$ cat config.mk
export PLATFORM = sky130hd
export DESIGN_NAME = seq_divider
export DESIGN_NICKNAME = d
export VERILOG_FILES = /design/src/rtl/seq_divider.sv
export SDC_FILE = /design/constraint.sdc
export NUM_CORES = 1
export LEC_CHECK = 0
export BUFFER_PORTS_ARGS = -buffer_cell sky130_fd_sc_hd__buf_4
export CAP_MARGIN = 10
export CORE_ASPECT_RATIO = 2
export CORE_MARGIN = 1.5
export CORE_UTILIZATION = 50
export DETAILED_ROUTE_END_ITERATION = 6
export PLACE_DENSITY = 0.69
export RECOVER_POWER = 25
export SETUP_SLACK_MARGIN = 0.4
export SLEW_MARGIN = 30
export SYNTH_ARGS = -nofsm -noshare
export SYNTH_HDL_FRONTEND = slang
export SYNTH_SLANG_ARGS = --single-unit
export TNS_END_PERCENT = 100
$ cat constraint.sdc
create_clock -name clk -period 11.68 [get_ports clk]
set_clock_uncertainty 0.2 [all_clocks]
set_input_delay 3.504 -clock clk [delete_from_list [all_inputs] [get_ports clk]]
set_output_delay 3.504 -clock clk [all_outputs]
set_load 0.01 [all_outputs]
$ cat src/rtl/seq_divider.sv
// rtl/seq_divider.sv - multicycle restoring signed/unsigned divider with start/busy/done handshake
// Optional feature macro: DIV_UNSIGNED_EN (enables the is_unsigned DIVU bypass)
module seq_divider #(
    parameter int WIDTH = 32
) (
    input  logic             clk,
    input  logic             reset,
    input  logic             start,
    input  logic             is_unsigned,
    input  logic [WIDTH-1:0] dividend,
    input  logic [WIDTH-1:0] divisor,
    output logic             busy,
    output logic             done,
    output logic [WIDTH-1:0] quotient,
    output logic [WIDTH-1:0] remainder,
    output logic             div_zero
);

    localparam int CW = $clog2(WIDTH);

    typedef enum logic [1:0] {
        IDLE = 2'd0,
        CALC = 2'd1,
        FIX  = 2'd2,
        ZERO = 2'd3
    } state_t;

    state_t           state_q, state_d;
    logic [CW-1:0]    cnt_q, cnt_d;
    logic [WIDTH-1:0] mag_a_q, mag_a_d;
    logic [WIDTH-1:0] mag_b_q, mag_b_d;
    logic [WIDTH-1:0] rem_q, rem_d;
    logic [WIDTH-1:0] q_acc_q, q_acc_d;
    logic             sign_a_q, sign_a_d;
    logic             sign_b_q, sign_b_d;
    logic             fix_pend_q, fix_pend_d;
    logic             zero_pend_q, zero_pend_d;
    logic             busy_q, busy_d;
    logic             done_q, done_d;
    logic             div_zero_q, div_zero_d;
    logic [WIDTH-1:0] quotient_q, quotient_d;
    logic [WIDTH-1:0] remainder_q, remainder_d;

    logic             signed_op;
    logic             neg_a;
    logic             neg_b;
    logic [WIDTH:0]   rem_shift;
    logic [WIDTH:0]   diff;

`ifdef DIV_UNSIGNED_EN
    assign signed_op = ~is_unsigned;
`else
    logic unused_is_unsigned;
    assign unused_is_unsigned = is_unsigned;
    assign signed_op          = 1'b1;
`endif

    assign neg_a = signed_op & dividend[WIDTH-1];
    assign neg_b = signed_op & divisor[WIDTH-1];

    // Shift in the next dividend bit at full WIDTH+1 precision so the trial subtraction never loses a carry
    assign rem_shift = {rem_q, mag_a_q[cnt_q]};
    assign diff      = rem_shift - {1'b0, mag_b_q};

    // State and datapath registers; synchronous reset clears everything and cancels any pending done
    always_ff @(posedge clk) begin
        if (reset) begin
            state_q     <= IDLE;
            cnt_q       <= '0;
            mag_a_q     <= '0;
            mag_b_q     <= '0;
            rem_q       <= '0;
            q_acc_q     <= '0;
            sign_a_q    <= 1'b0;
            sign_b_q    <= 1'b0;
            fix_pend_q  <= 1'b0;
            zero_pend_q <= 1'b0;
            busy_q      <= 1'b0;
            done_q      <= 1'b0;
            div_zero_q  <= 1'b0;
            quotient_q  <= '0;
            remainder_q <= '0;
        end else begin
            state_q     <= state_d;
            cnt_q       <= cnt_d;
            mag_a_q     <= mag_a_d;
            mag_b_q     <= mag_b_d;
            rem_q       <= rem_d;
            q_acc_q     <= q_acc_d;
            sign_a_q    <= sign_a_d;
            sign_b_q    <= sign_b_d;
            fix_pend_q  <= fix_pend_d;
            zero_pend_q <= zero_pend_d;
            busy_q      <= busy_d;
            done_q      <= done_d;
            div_zero_q  <= div_zero_d;
            quotient_q  <= quotient_d;
            remainder_q <= remainder_d;
        end
    end

    // Next-state logic: start is only honoured in IDLE, a zero divisor short-circuits to ZERO
    always_comb begin
        state_d = state_q;
        case (state_q)
            IDLE: begin
                if (start) begin
                    state_d = (divisor == '0) ? ZERO : CALC;
                end
            end
            CALC: begin
                if (cnt_q == '0) begin
                    state_d = FIX;
                end
            end
            FIX:     state_d = IDLE;
            ZERO:    state_d = IDLE;
            default: state_d = IDLE;
        endcase
    end

    // Datapath and outputs: one quotient bit per CALC cycle, sign fix-up in FIX, results published a cycle later
    always_comb begin
        cnt_d       = cnt_q;
        mag_a_d     = mag_a_q;
        mag_b_d     = mag_b_q;
        rem_d       = rem_q;
        q_acc_d     = q_acc_q;
        sign_a_d    = sign_a_q;
        sign_b_d    = sign_b_q;
        quotient_d  = quotient_q;
        remainder_d = remainder_q;
        div_zero_d  = div_zero_q;

        case (state_q)
            IDLE: begin
                if (start) begin
                    mag_a_d    = neg_a ? -dividend : dividend;
                    mag_b_d    = neg_b ? -divisor : divisor;
                    sign_a_d   = neg_a;
                    sign_b_d   = neg_b;
                    rem_d      = '0;
                    q_acc_d    = '0;
                    cnt_d      = CW'(WIDTH - 1);
                    div_zero_d = 1'b0;
                end
            end
            CALC: begin
                if (!diff[WIDTH]) begin
                    rem_d          = diff[WIDTH-1:0];
                    q_acc_d[cnt_q] = 1'b1;
                end else begin
                    rem_d          = rem_shift[WIDTH-1:0];
                    q_acc_d[cnt_q] = 1'b0;
                end
                if (cnt_q != '0) begin
                    cnt_d = cnt_q - 1'b1;
                end
            end
            FIX: begin
                q_acc_d = (sign_a_q ^ sign_b_q) ? -q_acc_q : q_acc_q;
                rem_d   = sign_a_q ? -rem_q : rem_q;
            end
            ZERO: begin
                q_acc_d = '0;
                rem_d   = '0;
            end
            default: ;
        endcase

        fix_pend_d  = (state_q == FIX);
        zero_pend_d = (state_q == ZERO);
        busy_d      = (state_q != IDLE);
        done_d      = fix_pend_q | zero_pend_q;

        // Completion wins over a same-edge start so the finishing operation's flag is not lost
        if (fix_pend_q | zero_pend_q) begin
            quotient_d  = q_acc_q;
            remainder_d = rem_q;
        end
        if (zero_pend_q) begin
            div_zero_d = 1'b1;
        end
    end

    assign busy      = busy_q;
    assign done      = done_q;
    assign quotient  = quotient_q;
    assign remainder = remainder_q;
    assign div_zero  = div_zero_q;

endmodule

# Yosys cells after proc, flatten, opt, wreduce, memory -nomap -nowiden
# Index checks and enable logic that the tools add are counted.
# totals
regBits	206
out_inout_bits	67
# classes
add_sub_neg	6
n_lt_le_gt_ge	2
eq_ne	8
n_mux	23
bitwise	5
n_reduce_logical	16
# op_table
operator	count
case mux 32 bit (4 select lines)	2
2-to-1 mux 32 bit	7
negation 32 bit	4
subtractor 33 x 32 -> 33 bit	1
bitwise AND 32 bit	1
logical NOT 32 bit	1
inverter 32 bit	1
bitwise OR 32 bit	1
2-to-1 mux 5 bit	2
case mux 5 bit (2 select lines)	1
AND reduction 2 bit	5
inequality test 2 bit (second input constant)	4
nonzero test 2 bit	4
less-than comparator 5 x 6 -> 1 bit (second input constant)	1
2-to-1 mux 2 bit	3
case mux 2 bit (3 select lines)	1
binary-select mux 1 bit (select 5 bit)	1
demux 1 bit (select 5 bit)	1
>= comparator 5 x 1 -> 1 bit (second input constant)	1
logical NOT 5 bit	1
2-to-1 mux 1 bit	5
nonzero test 5 bit	1
subtractor 5 x 1 -> 5 bit (second input constant)	1
== test 2 bit (second input constant)	2
8 further kinds	8

# Logic depth before layout (Yosys ltp)
# Gate-level depths: netlist of run 1.
# depth
ltp_word	8
mapped_depth	20
ltp_nobuf	16

# Worst setup path before layout of run 1
# Ideal clock, no wire load.
# synth_path
path_kind	input-to-reg
start	input port dividend[8]
end	register mag_a_q[26]
arrival_ns	6.135
setup_slack_ns	5.268
stages	9
path_buffers	0
path_cell_list	or4_1 -> or4_1 -> or3_1 -> or2_2 -> or3_1 -> o41ai_1 -> xnor2_1 -> nor2_1 -> nor3_1
# synth_via
elab_chain_cells	2
# synth_lines
item	line_no	text
start, declared	10	input logic [WIDTH-1:0] dividend,
negation 32 bit	138	mag_a_d = neg_a ? -dividend : dividend;
2-to-1 mux 32 bit	138	
end signal, assigned	86	mag_a_q <= mag_a_d;
end, declared	30	logic [WIDTH-1:0] mag_a_q, mag_a_d;
# No other way between the ends.
# A chain may end at the register's enable or synchronous reset.

==> results.md, run 1 <==
* Status: complete, but fails checks
* Violated checks: capacitance limit, slew limit
* Root buffer cell: clkbuf_16
* Yosys top cell by area: dfxtp_1
* Synthesized cell area at 12800 um2
* PwrDens at 173 nW/um2
* Drt first pass iters at 6
* Hold Path Cell Cnt at 2
* Row count at 82
* R2R cell count at 17
* Cell count after synthesis at 1698
* Synth Net Count at 1813
* Area after DPL at 13900 um2
* RSZ-0062 raised after global routing: no
* Clock Latency Late Sink at 0.51 ns
* Initial antenna violation count at 0
* Core footprint at 25100 um2
* DR DRC count at 0
* TritonCTS Buffers at 20
* Final Util at 57.9%
* Vias in the first global route at 12148
* Initial DRC Count at 859
* Arrival time worst endpoint at 8.35 ns
* Initial Utilization at 51.1%
* Dpl hpwl at 26.9 mm
* HP Class: reg -> reg
* Post-CTS Setup Bufs at 0
* WS Path Type: in -> reg
* Avg WL per Cell at 17.4 um
* Synth cell types at 74
* Synth-to-Final Area Change at 13.3%
* H-Tree Depth at 1
* DIE AREA at 26700 um2
* Chip Width at 116 um
* Port Buffer Count at 133
* Antenna Nets Post-Route at 0
* FF/Latch Area at 4120 um2
* Most common cell after layout, fill and taps aside: nand2_1
* PostCTS Resize Cnt at 0
* Slew margin rel. at -103%
* Diode count at 0
* RR Startpoint: cnt_q[0]
* Worst Path Required at 11.89 ns
* Die Height at 230 um
* Crit share post-route at 69.7%
* Post-synthesis sequential area ratio at 32.1%
* Critical Path End Type: flop
* Clock share of power at 26.0%
* Worst R2R End: rem_q[26]
* Area of the multi-input gates at 8020 um2
* Fin. Hold Viols at 0
* Synthesized flop and latch total at 206
* Main area contributors after synthesis: dfxtp_1 32%, nand2_1 7.5%, a21oi_1 7.0%
* # hold bufs at CTS at 0
* FMAX at 0.123 GHz
* Largest net degree at the start of global routing at 104
* CTS tree: yes
* GR Util All Layers at 27.4%
* Total clock sinks at 206
* Yosys top cell area share at 32.1%
* Final WL at 36.4 mm
* Max-cap violation count at 2
* Combinational share of power at 40.1%
* Sw Ratio at 39.8%
* Reg power frac at 33.9%
* Worst Hold Path EP: remainder[12]
* P_leak at 5.72 nW
* Worst Max-Slew Pin Slew at 3.05 ns
* Critical path peak fanout at 67
* Predominant post-synthesis flop cell: dfxtp_1
* RePlAce Congestion at 0.964
* Via count at 12498
* Critical path startpoint category: input pin
* Final setup fails at 0
* Reg clk slew, reported paths at 0.07 ns
* Clock Tree Buf Depth at 3
* First-pass GRT wire length at 59.1 mm
* Fillers at 2450
* Post-layout minimum cycle time at 8.14 ns
* Internal power at 1.51 mW
* Final Instance Area at 14600 um2
* Gr ovfl total at 0
* Share of layout cells above drive strength 1 at 12.2%
* DR vias/cell at 5.95
* Reg2reg setup slack at 5.62 ns
* Commonest non-fill, non-tap cells in the layout: 256 x nand2_1, 206 x dfxtp_1, 180 x a21oi_1
* Net Sw Power at 1.00 mW
* # IOs at 135
* Worst vdd ir at 125 uV
* Fin Setup TNS at 0 ns
* Syn_area_per_cell at 7.56 um2
* EDFF count, synth at 0
* Min-Delay Startpoint: remainder[12]
* Max Slew Vio Count at 107
* Syn. warnings at 0
* Fin nets at 1864
* Asr flop ratio synth at 0%
==> worst max-delay path, cell delays in order <==
cell,delay [ns]
clkbuf_1,2.11
clkbuf_1,1.37
buf_16,0.33
nor2_1,0.08
buf_4,0.26
o31ai_1,0.26
o21ai_0,0.13
a31o_2,0.23
==> area by class of cell <==
class	instances	share of cell area, %
repair buffers	149	7.57
clock buffers	28	3.93
flip-flops and latches	206	28.3
multi-input cells	1310	55.1
well taps	336	2.89
inverters	62	1.60
clock inverters	8	0.567
==> synthesized netlist by cell type (all sizes together), types with 13 or more instances <==
library cell / number
nand2: 256
dfxtp: 206
a21oi: 180
nor2: 149
clkbuf: 104
o21ai: 80
xor2: 63
inv: 62
a211oi: 60
nand3: 48
nor3: 47
ha: 46
o31ai: 42
xnor2: 33
nor4: 22
a22oi: 20
a21o: 18
or3: 18
buf: 16
or4: 13
==> cells by family (layout without fill, tap and decap cells) <==
kind of cell	Yosys count	after routing	share of synthesized area [%]
AO/OA/AOI/OAI	512	512	25.7
XOR/XNOR	96	96	6.55
adder cells (fa/ha/maj)	47	47	4.64
buffers and inverters	182	247	5.70
flip-flops	206	206	32.1
multiplexers	18	18	2.19
AND/OR/NAND/NOR	637	637	23.1
==> through the flow <==
step                total power, mW  instances  hold slack [ns]  setup WS [ns]
global placement               1.84       2062            0.240           4.67
detailed placement             1.86       2063            0.244           4.64
finish                         2.51       2099            0.249           3.54
floorplan                      1.60       1698            0.229           5.27
global route                   2.66       2099            0.265           3.06
CTS                            2.52       2099            0.252           5.16
==> metal layers <==
| layer | vias up | GRT usage [%] | part of all wire (%) |
|---|---|---|---|
| met5 | - | 0 | 0 |
| met4 | 0 | 16.1 | 5.3 |
| met3 | 131 | 2.46 | 4.6 |
| met2 | 451 | 50.4 | 52 |
| met1 | 5718 | 29.5 | 38 |
| li1 | 6198 | - | - |
==> state kept, by name, summed over array words and instances (netlist names) <==
signal / flops
zero_pend_q: 1
remainder: 32
done: 1
q_acc_q: 32
mag_b_q: 32
div_zero: 1
quotient: 32
mag_a_q: 32
state_q: 2
busy: 1
cnt_q: 5
fix_pend_q: 1
rem_q: 32
sign_b_q: 1
sign_a_q: 1
==> how the worst max path moves through the flow <==
stage / startpoint / depth (start not counted) / slack (ns) / to
global placement: divisor[10] / 10 / 4.67 / state_q[1]
CTS: divisor[10] / 10 / 5.16 / state_q[1]
finish: reset / 8 / 3.54 / q_acc_q[28]
floorplan: dividend[8] / 9 / 5.27 / mag_a_q[26]
detailed placement: divisor[10] / 10 / 4.64 / state_q[1]
global route: reset / 8 / 3.06 / q_acc_q[24]
==> power by group through the flow <==
stage          clock (mW)  combinational [mW]  sequential, mW
6_report            0.653                1.01           0.853
3_5_place_dp            0               0.993           0.870
2_1_floorplan           0               0.767           0.830
3_3_place_gp            0               0.975           0.865
4_1_cts             0.667               0.998           0.854
5_1_grt             0.693                1.10           0.866
Note: power is estimated with default switching activity, not from simulation.
==> run 2, diff against run 1 <==
--- a/config.mk
+++ b/config.mk
@@ -5,13 +5,14 @@
 export SDC_FILE = /design/constraint.sdc
 export NUM_CORES = 1
 export LEC_CHECK = 0
+export ABC_AREA = 1
 export BUFFER_PORTS_ARGS = -buffer_cell sky130_fd_sc_hd__buf_4
 export CAP_MARGIN = 10
 export CORE_ASPECT_RATIO = 2
 export CORE_MARGIN = 1.5
 export CORE_UTILIZATION = 50
 export DETAILED_ROUTE_END_ITERATION = 6
-export PLACE_DENSITY = 0.69
+export PLACE_DENSITY = 0.72
 export RECOVER_POWER = 25
 export SETUP_SLACK_MARGIN = 0.4
 export SLEW_MARGIN = 30
==> constraint.sdc (replaced) <==
create_clock -name clk -period 7.12 [get_ports clk]
set_clock_uncertainty 0.2 [all_clocks]
set_input_delay 2.136 -clock clk [delete_from_list [all_inputs] [get_ports clk]]
set_output_delay 2.136 -clock clk [all_outputs]
set_load 0.01 [all_outputs]
==> results.md, run 2 <==
* Status: complete, but fails checks
* Violated checks: capacitance limit, slew limit
* Most frequent cell after synthesis: nand2_1
* Max Slew Vio Count at 49
* P_leak at 8.09 nW
* Initial DRC Count at 1092
* Vias in the first global route at 15076
* WP buf/inv at 3
* Commonest non-fill, non-tap cells in the layout: 696 x nand2_1, 355 x inv_1, 261 x a21oi_1
* Drt first pass iters at 5
* R2R cell count at 26
* WS Path Type: in -> reg
* Fin. Hold Viols at 0
* FF/Latch Area at 4120 um2
* Fin Setup TNS at 0 ns
* WP depth at 5
* RR Startpoint: cnt_q[0]
* Cell count after synthesis at 2479
* Total clock sinks at 206
* Critical Path End Type: flop
* Crit-path max cell delay at 1.79 ns
* Share of layout cells above drive strength 1 at 6.12%
* Top cells by count, synth: 696 x nand2_1, 359 x inv_1, 261 x a21oi_1
* Post-layout minimum cycle time at 5.43 ns
* Critical path startpoint category: input pin
* Clock Tree Buf Depth at 3
* TritonCTS Buffers at 21
* Arrival time worst endpoint at 5.61 ns
* Worst Max-Slew Pin Slew at 2.58 ns
* Worst R2R End: q_acc_q[29]
* Worst vdd ir at 199 uV
* Gr ovfl total at 0
* # hold bufs at CTS at 0
* Area of the multi-input gates at 8770 um2
* Cells along the critical path: clkbuf_1, inv_2, buf_4, o21ai_0, a21oi_1
* # IOs at 135
* Synth-to-Final Area Change at 11.0%
* DR DRC count at 0
* Dpl hpwl at 36.2 mm
* Initial antenna violation count at 0
* PostCTS Resize Cnt at 0
* RSZ-0062 raised after global routing: no
* Diode count at 0
* HP Class: reg -> reg
* First-pass GRT wire length at 75.1 mm
* RePlAce Congestion at 1.01
* Row count at 88
* Antenna Nets Post-Route at 0
* Core footprint at 28800 um2
* Chip Width at 124 um
* Most common cell after layout, fill and taps aside: nand2_1
* Initial Utilization at 50.8%
* CP endpoint: remainder[16]
* Total power at 4.05 mW
* Synth cell types at 45
* Clock Latency Late Sink at 0.52 ns
* Slowest cell on crit path: clkbuf_1
* Die Height at 245 um
* Critical path peak fanout at 88
* Final WL at 48.0 mm
* DIE AREA at 30400 um2
* Slew margin rel. at -71.7%
* Reg clk slew, reported paths at 0.06 ns
* Yosys top cell by area: dfxtp_1
* Max-cap violation count at 1
* PwrDens at 249 nW/um2
* Post-CTS Setup Bufs at 0
* GR Util All Layers at 31.3%
* Syn_area_per_cell at 5.91 um2
* Worst hold margin at 0.264 ns
* Fin nets at 2667
* Synthesized cell area at 14700 um2
* Predominant post-synthesis flop cell: dfxtp_1
* FMAX at 0.184 GHz
* Synth Net Count at 2594
* Post-synthesis sequential area ratio at 28.1%
* Port Buffer Count at 133
* Largest net degree at the start of global routing at 105
* DR vias/cell at 5.49
* Crit. Startpoint: reset
* Crit share post-route at 76.3%
* CTS tree: yes
* Reg2reg setup slack at 1.78 ns
* H-Tree Depth at 1
* Synthesized flop and latch total at 206
* Root buffer cell: clkbuf_16
* Yosys top cell area share at 28.1%
* Crit path max-delay family: buffers and inverters
* Via count at 16074
* Syn. warnings at 0
* Main area contributors after synthesis: dfxtp_1 28%, nand2_1 18%, inv_1 9.2%
* Final setup fails at 0
* Worst Path Required at 7.29 ns
* Asr flop ratio synth at 0%
* EDFF count, synth at 0
* Fillers at 3053
* Avg WL per Cell at 16.4 um
[run 2: cell types whose count changed after synthesis, moves of 21 or more]
cell	before	now
a211oi_1	60	1
nand3_1	48	146
nor2_1	149	221
nand2_1	256	696
o31ai_1	42	4
nand4_1	6	27
xor2_1	63	42
inv_1	62	359
o21ai_0	78	219
a21oi_1	180	261
clkbuf_1	101	73
[run 2: per-stage QoR]
| step | setup WS [ns] | std cells | util [%] | area (um2) |
|---|---|---|---|---|
| 3_5_place_dp | 1.85 | 2889 | 54.9 | 15800 |
| 4_1_cts | 1.84 | 2926 | 57.3 | 16500 |
| 3_3_place_gp | 1.91 | 2889 | 54.8 | 15800 |
| 6_report | 1.69 | 2926 | 56.4 | 16300 |
| 5_1_grt | 1.39 | 2926 | 56.4 | 16300 |
| 2_1_floorplan | 3.17 | 2479 | - | 14700 |
[run 2: tightest hold or removal path, stage by stage, from the launching register on]
cell and delay, ns:
dfxtp_1 0.32, a21oi_1 0.04, nor2_1 0.07
[run 2: per-layer routing]
metal | global-route usage (%) | up-vias | share of wire (%)
met1 | 33.2 | 7265 | 37
met4 | 21.2 | 0 | 7.4
met3 | 3.28 | 179 | 4.7
met5 | 0 | - | 0
met2 | 56.5 | 557 | 51
li1 | - | 8073 | -
[run 2: final cells by class]
cell class / count / area share [%]
Sequential cell: 206 / 25.3
Clock buffer: 27 / 3.55
Timing Repair Buffer: 147 / 5.30
Tap cell: 360 / 2.77
Multi-Input combinational cell: 1809 / 53.9
Clock inverter: 10 / 0.692
Inverter: 367 / 8.47
[run 2: worst min-delay path by stage]
stage / start / endpoint / slack [ns] / depth (start not counted)
floorplan: fix_pend_q / done / 0.22 / 2
global placement: fix_pend_q / done / 0.25 / 2
detailed placement: zero_pend_q / div_zero / 0.26 / 2
CTS: mag_a_q[31] / mag_a_q[31] / 0.27 / 2
global route: q_acc_q[24] / q_acc_q[24] / 0.31 / 2
finish: zero_pend_q / div_zero / 0.26 / 2
[run 2: power breakdown]
group	switching (mW)	internal, mW
combinational	1.11	0.426
sequential	0.0914	1.28
clock	0.492	0.650
total	1.69	2.36
[run 2: cell families (layout without fill, tap and decap cells)]
family          after synthesis  count (layout)  share of synthesized area [%]
flops                       206             206                           28.1
xor+xnor                     64              64                           3.82
buf+inv                     464             551                           12.2
fa+ha+maj                    47              47                           4.06
simple gates               1172            1172                           33.1
compound gates              526             526                           18.7
==> run 3, diff against run 2 <==
==> constraint.sdc (replaced) <==
create_clock -name clk -period 4.7 [get_ports clk]
set_clock_uncertainty 0.2 [all_clocks]
set_input_delay 1.41 -clock clk [delete_from_list [all_inputs] [get_ports clk]]
set_output_delay 1.41 -clock clk [all_outputs]
set_load 0.01 [all_outputs]
==> results.md, run 3 (synthesis gave the netlist of run 2 again) <==
* Initial Utilization at 50.8%
* DR DRC count at 1
* Crit-path max cell delay at 1.25 ns
* Die Height at 245 um
* WP depth at 6
* WP buf/inv at 3
* Final Instance Area at 16700 um2
* First-pass GRT wire length at 74.9 mm
* Critical Path End Type: flop
* Clock Tree Buf Depth at 3
* Slew margin rel. at -54.3%
* Slowest cell on crit path: dlymetal6s2s_1
* Internal power at 3.79 mW
* Dpl hpwl at 36.8 mm
* Max-cap violation count at 2
* Arrival time worst endpoint at 4.25 ns
* Root buffer cell: clkbuf_16
* Initial DRC Count at 1121
* Hold Path Cell Cnt at 2
* PwrDens at 382 nW/um2
* Worst vdd ir at 291 uV
* Fin Setup TNS at 0 ns
* Worst Max-Slew Pin Slew at 2.31 ns
* Area after DPL at 15900 um2
* Most common cell after layout, fill and taps aside: nand2_1
* Crit path max-delay family: buffers and inverters
* Total power at 6.36 mW
* Cells along the critical path: buf_4, nand2_1, inv_1, dlymetal6s2s_1, nand2_1, a21oi_1
* WS Path Type: in -> reg
* Initial antenna violation count at 0
* Fillers at 3010
* Final setup fails at 0
* Final worst slack at 0.654 ns
* Post-layout minimum cycle time at 4.05 ns
* Crit share post-route at 86.1%
* RSZ-0062 raised after global routing: no
* Fin nets at 2678
* Port Buffer Count at 133
* DR vias/cell at 5.48
* Largest net degree at the start of global routing at 97
* GR Util All Layers at 31.3%
* CTS tree: yes
* Gr ovfl total at 0
* Synth-to-Final Area Change at 13.6%
* Share of layout cells above drive strength 1 at 8.81%
* Chip Width at 124 um
* # hold bufs at CTS at 0
* # IOs at 135
* Vias in the first global route at 14763
* Sw Ratio at 40.4%
* RePlAce Congestion at 0.994
* Avg WL per Cell at 16.5 um
* Fin. Hold Viols at 0
* Row count at 88
* H-Tree Depth at 1
* Net Sw Power at 2.57 mW
* Core footprint at 28800 um2
* Violated checks: DRC, capacitance limit, slew limit
* TritonCTS Buffers at 21
* Commonest non-fill, non-tap cells in the layout: 696 x nand2_1, 358 x inv_1, 261 x a21oi_1
* Reg clk slew, reported paths at 0.07 ns
* Clock Latency Late Sink at 0.53 ns
* Pre-CTS WS at 0.576 ns
* Diode count at 0
* Via count at 16093
* Max Slew Vio Count at 146
* Status: complete, but fails checks
* Critical path startpoint category: input pin
* Drt first pass iters at 7
* Worst Path Required at 4.91 ns
* Final WL at 48.3 mm
* R2R cell count at 25
* Clock share of power at 29.3%
* DIE AREA at 30400 um2
* Reg power frac at 32.3%
* P_leak at 8.46 nW
* Combinational share of power at 38.4%
* Worst hold margin at 0.265 ns
* Most common cell on crit path: nand2_1
* HP Class: reg -> reg
* Total clock sinks at 206
* Antenna Nets Post-Route at 0
* Post-CTS Setup Bufs at 0
* FMAX at 0.247 GHz
* Critical path peak fanout at 48
[run 3: cell types whose count changed in the layout (fill, tap and decap cells not counted), sizes merged]
cell and change:
clkinv -3, clkinvlp -1, bufinv +2, dlymetal6s2s +1
clkbuf -57, buf +70
[run 3: cell type report]
cell class	instances	area (um2)	area share, %
multi-input cells	1809	8760	52.6
repair buffers	158	1180	7.10
clock inverters	8	148	0.886
well taps	360	450	2.70
inverters	367	1390	8.31
clock buffers	30	609	3.66
flip-flops and latches	206	4120	24.8
[run 3: per-layer routing]
layer | GRT usage, % | vias up | share of wire, %
li1 | - | 8094 | -
met1 | 34.1 | 7290 | 37
met2 | 57.5 | 559 | 52
met3 | 2.51 | 150 | 4.2
met4 | 18.1 | 0 | 6.2
met5 | 0 | - | 0
[run 3: stage by stage]
stage                     utilization, %  instances
after floorplan                        -       2479
after global placement              55.2       2900
after detailed placement            55.2       2900
after CTS                           57.8       2938
after global routing                57.8       2938
final                               57.8       2938
[run 3: path summary, 6_finish.rpt]
path                               endpoint  startpoint  slack, ns
worst max-delay path               cnt_q[4]       start       0.65
worst min-delay path             q_acc_q[1]  q_acc_q[1]       0.26
worst max register to register  q_acc_q[21]    cnt_q[0]       0.67
worst min register to register   q_acc_q[1]  q_acc_q[1]       0.26
[run 3: timing repair]
| action | in CTS | in global routing |
|---|---|---|
| hold endpoints to repair | 0 | 0 |
| setup endpoints to repair | 0 | 40 |
| resized for setup | 0 | 5 |
[run 3: power by group through the flow]
stage               Combinational, mW  Clock [mW]  Sequential, mW
floorplan                        1.58           0            2.08
global placement                 2.38           0            2.08
detailed placement               2.41           0            2.09
CTS                              2.42        1.89            2.05
global route                     2.70        1.95            2.07
finish                           2.44        1.87            2.05
[run 3: tightest hold or removal path: cells and delay by family, from the launching register on]
| kind | cells | cell delay [ns] |
|---|---|---|
| compound gates | 1 | 0.05 |
| flops | 1 | 0.31 |
| simple gates | 1 | 0.06 |
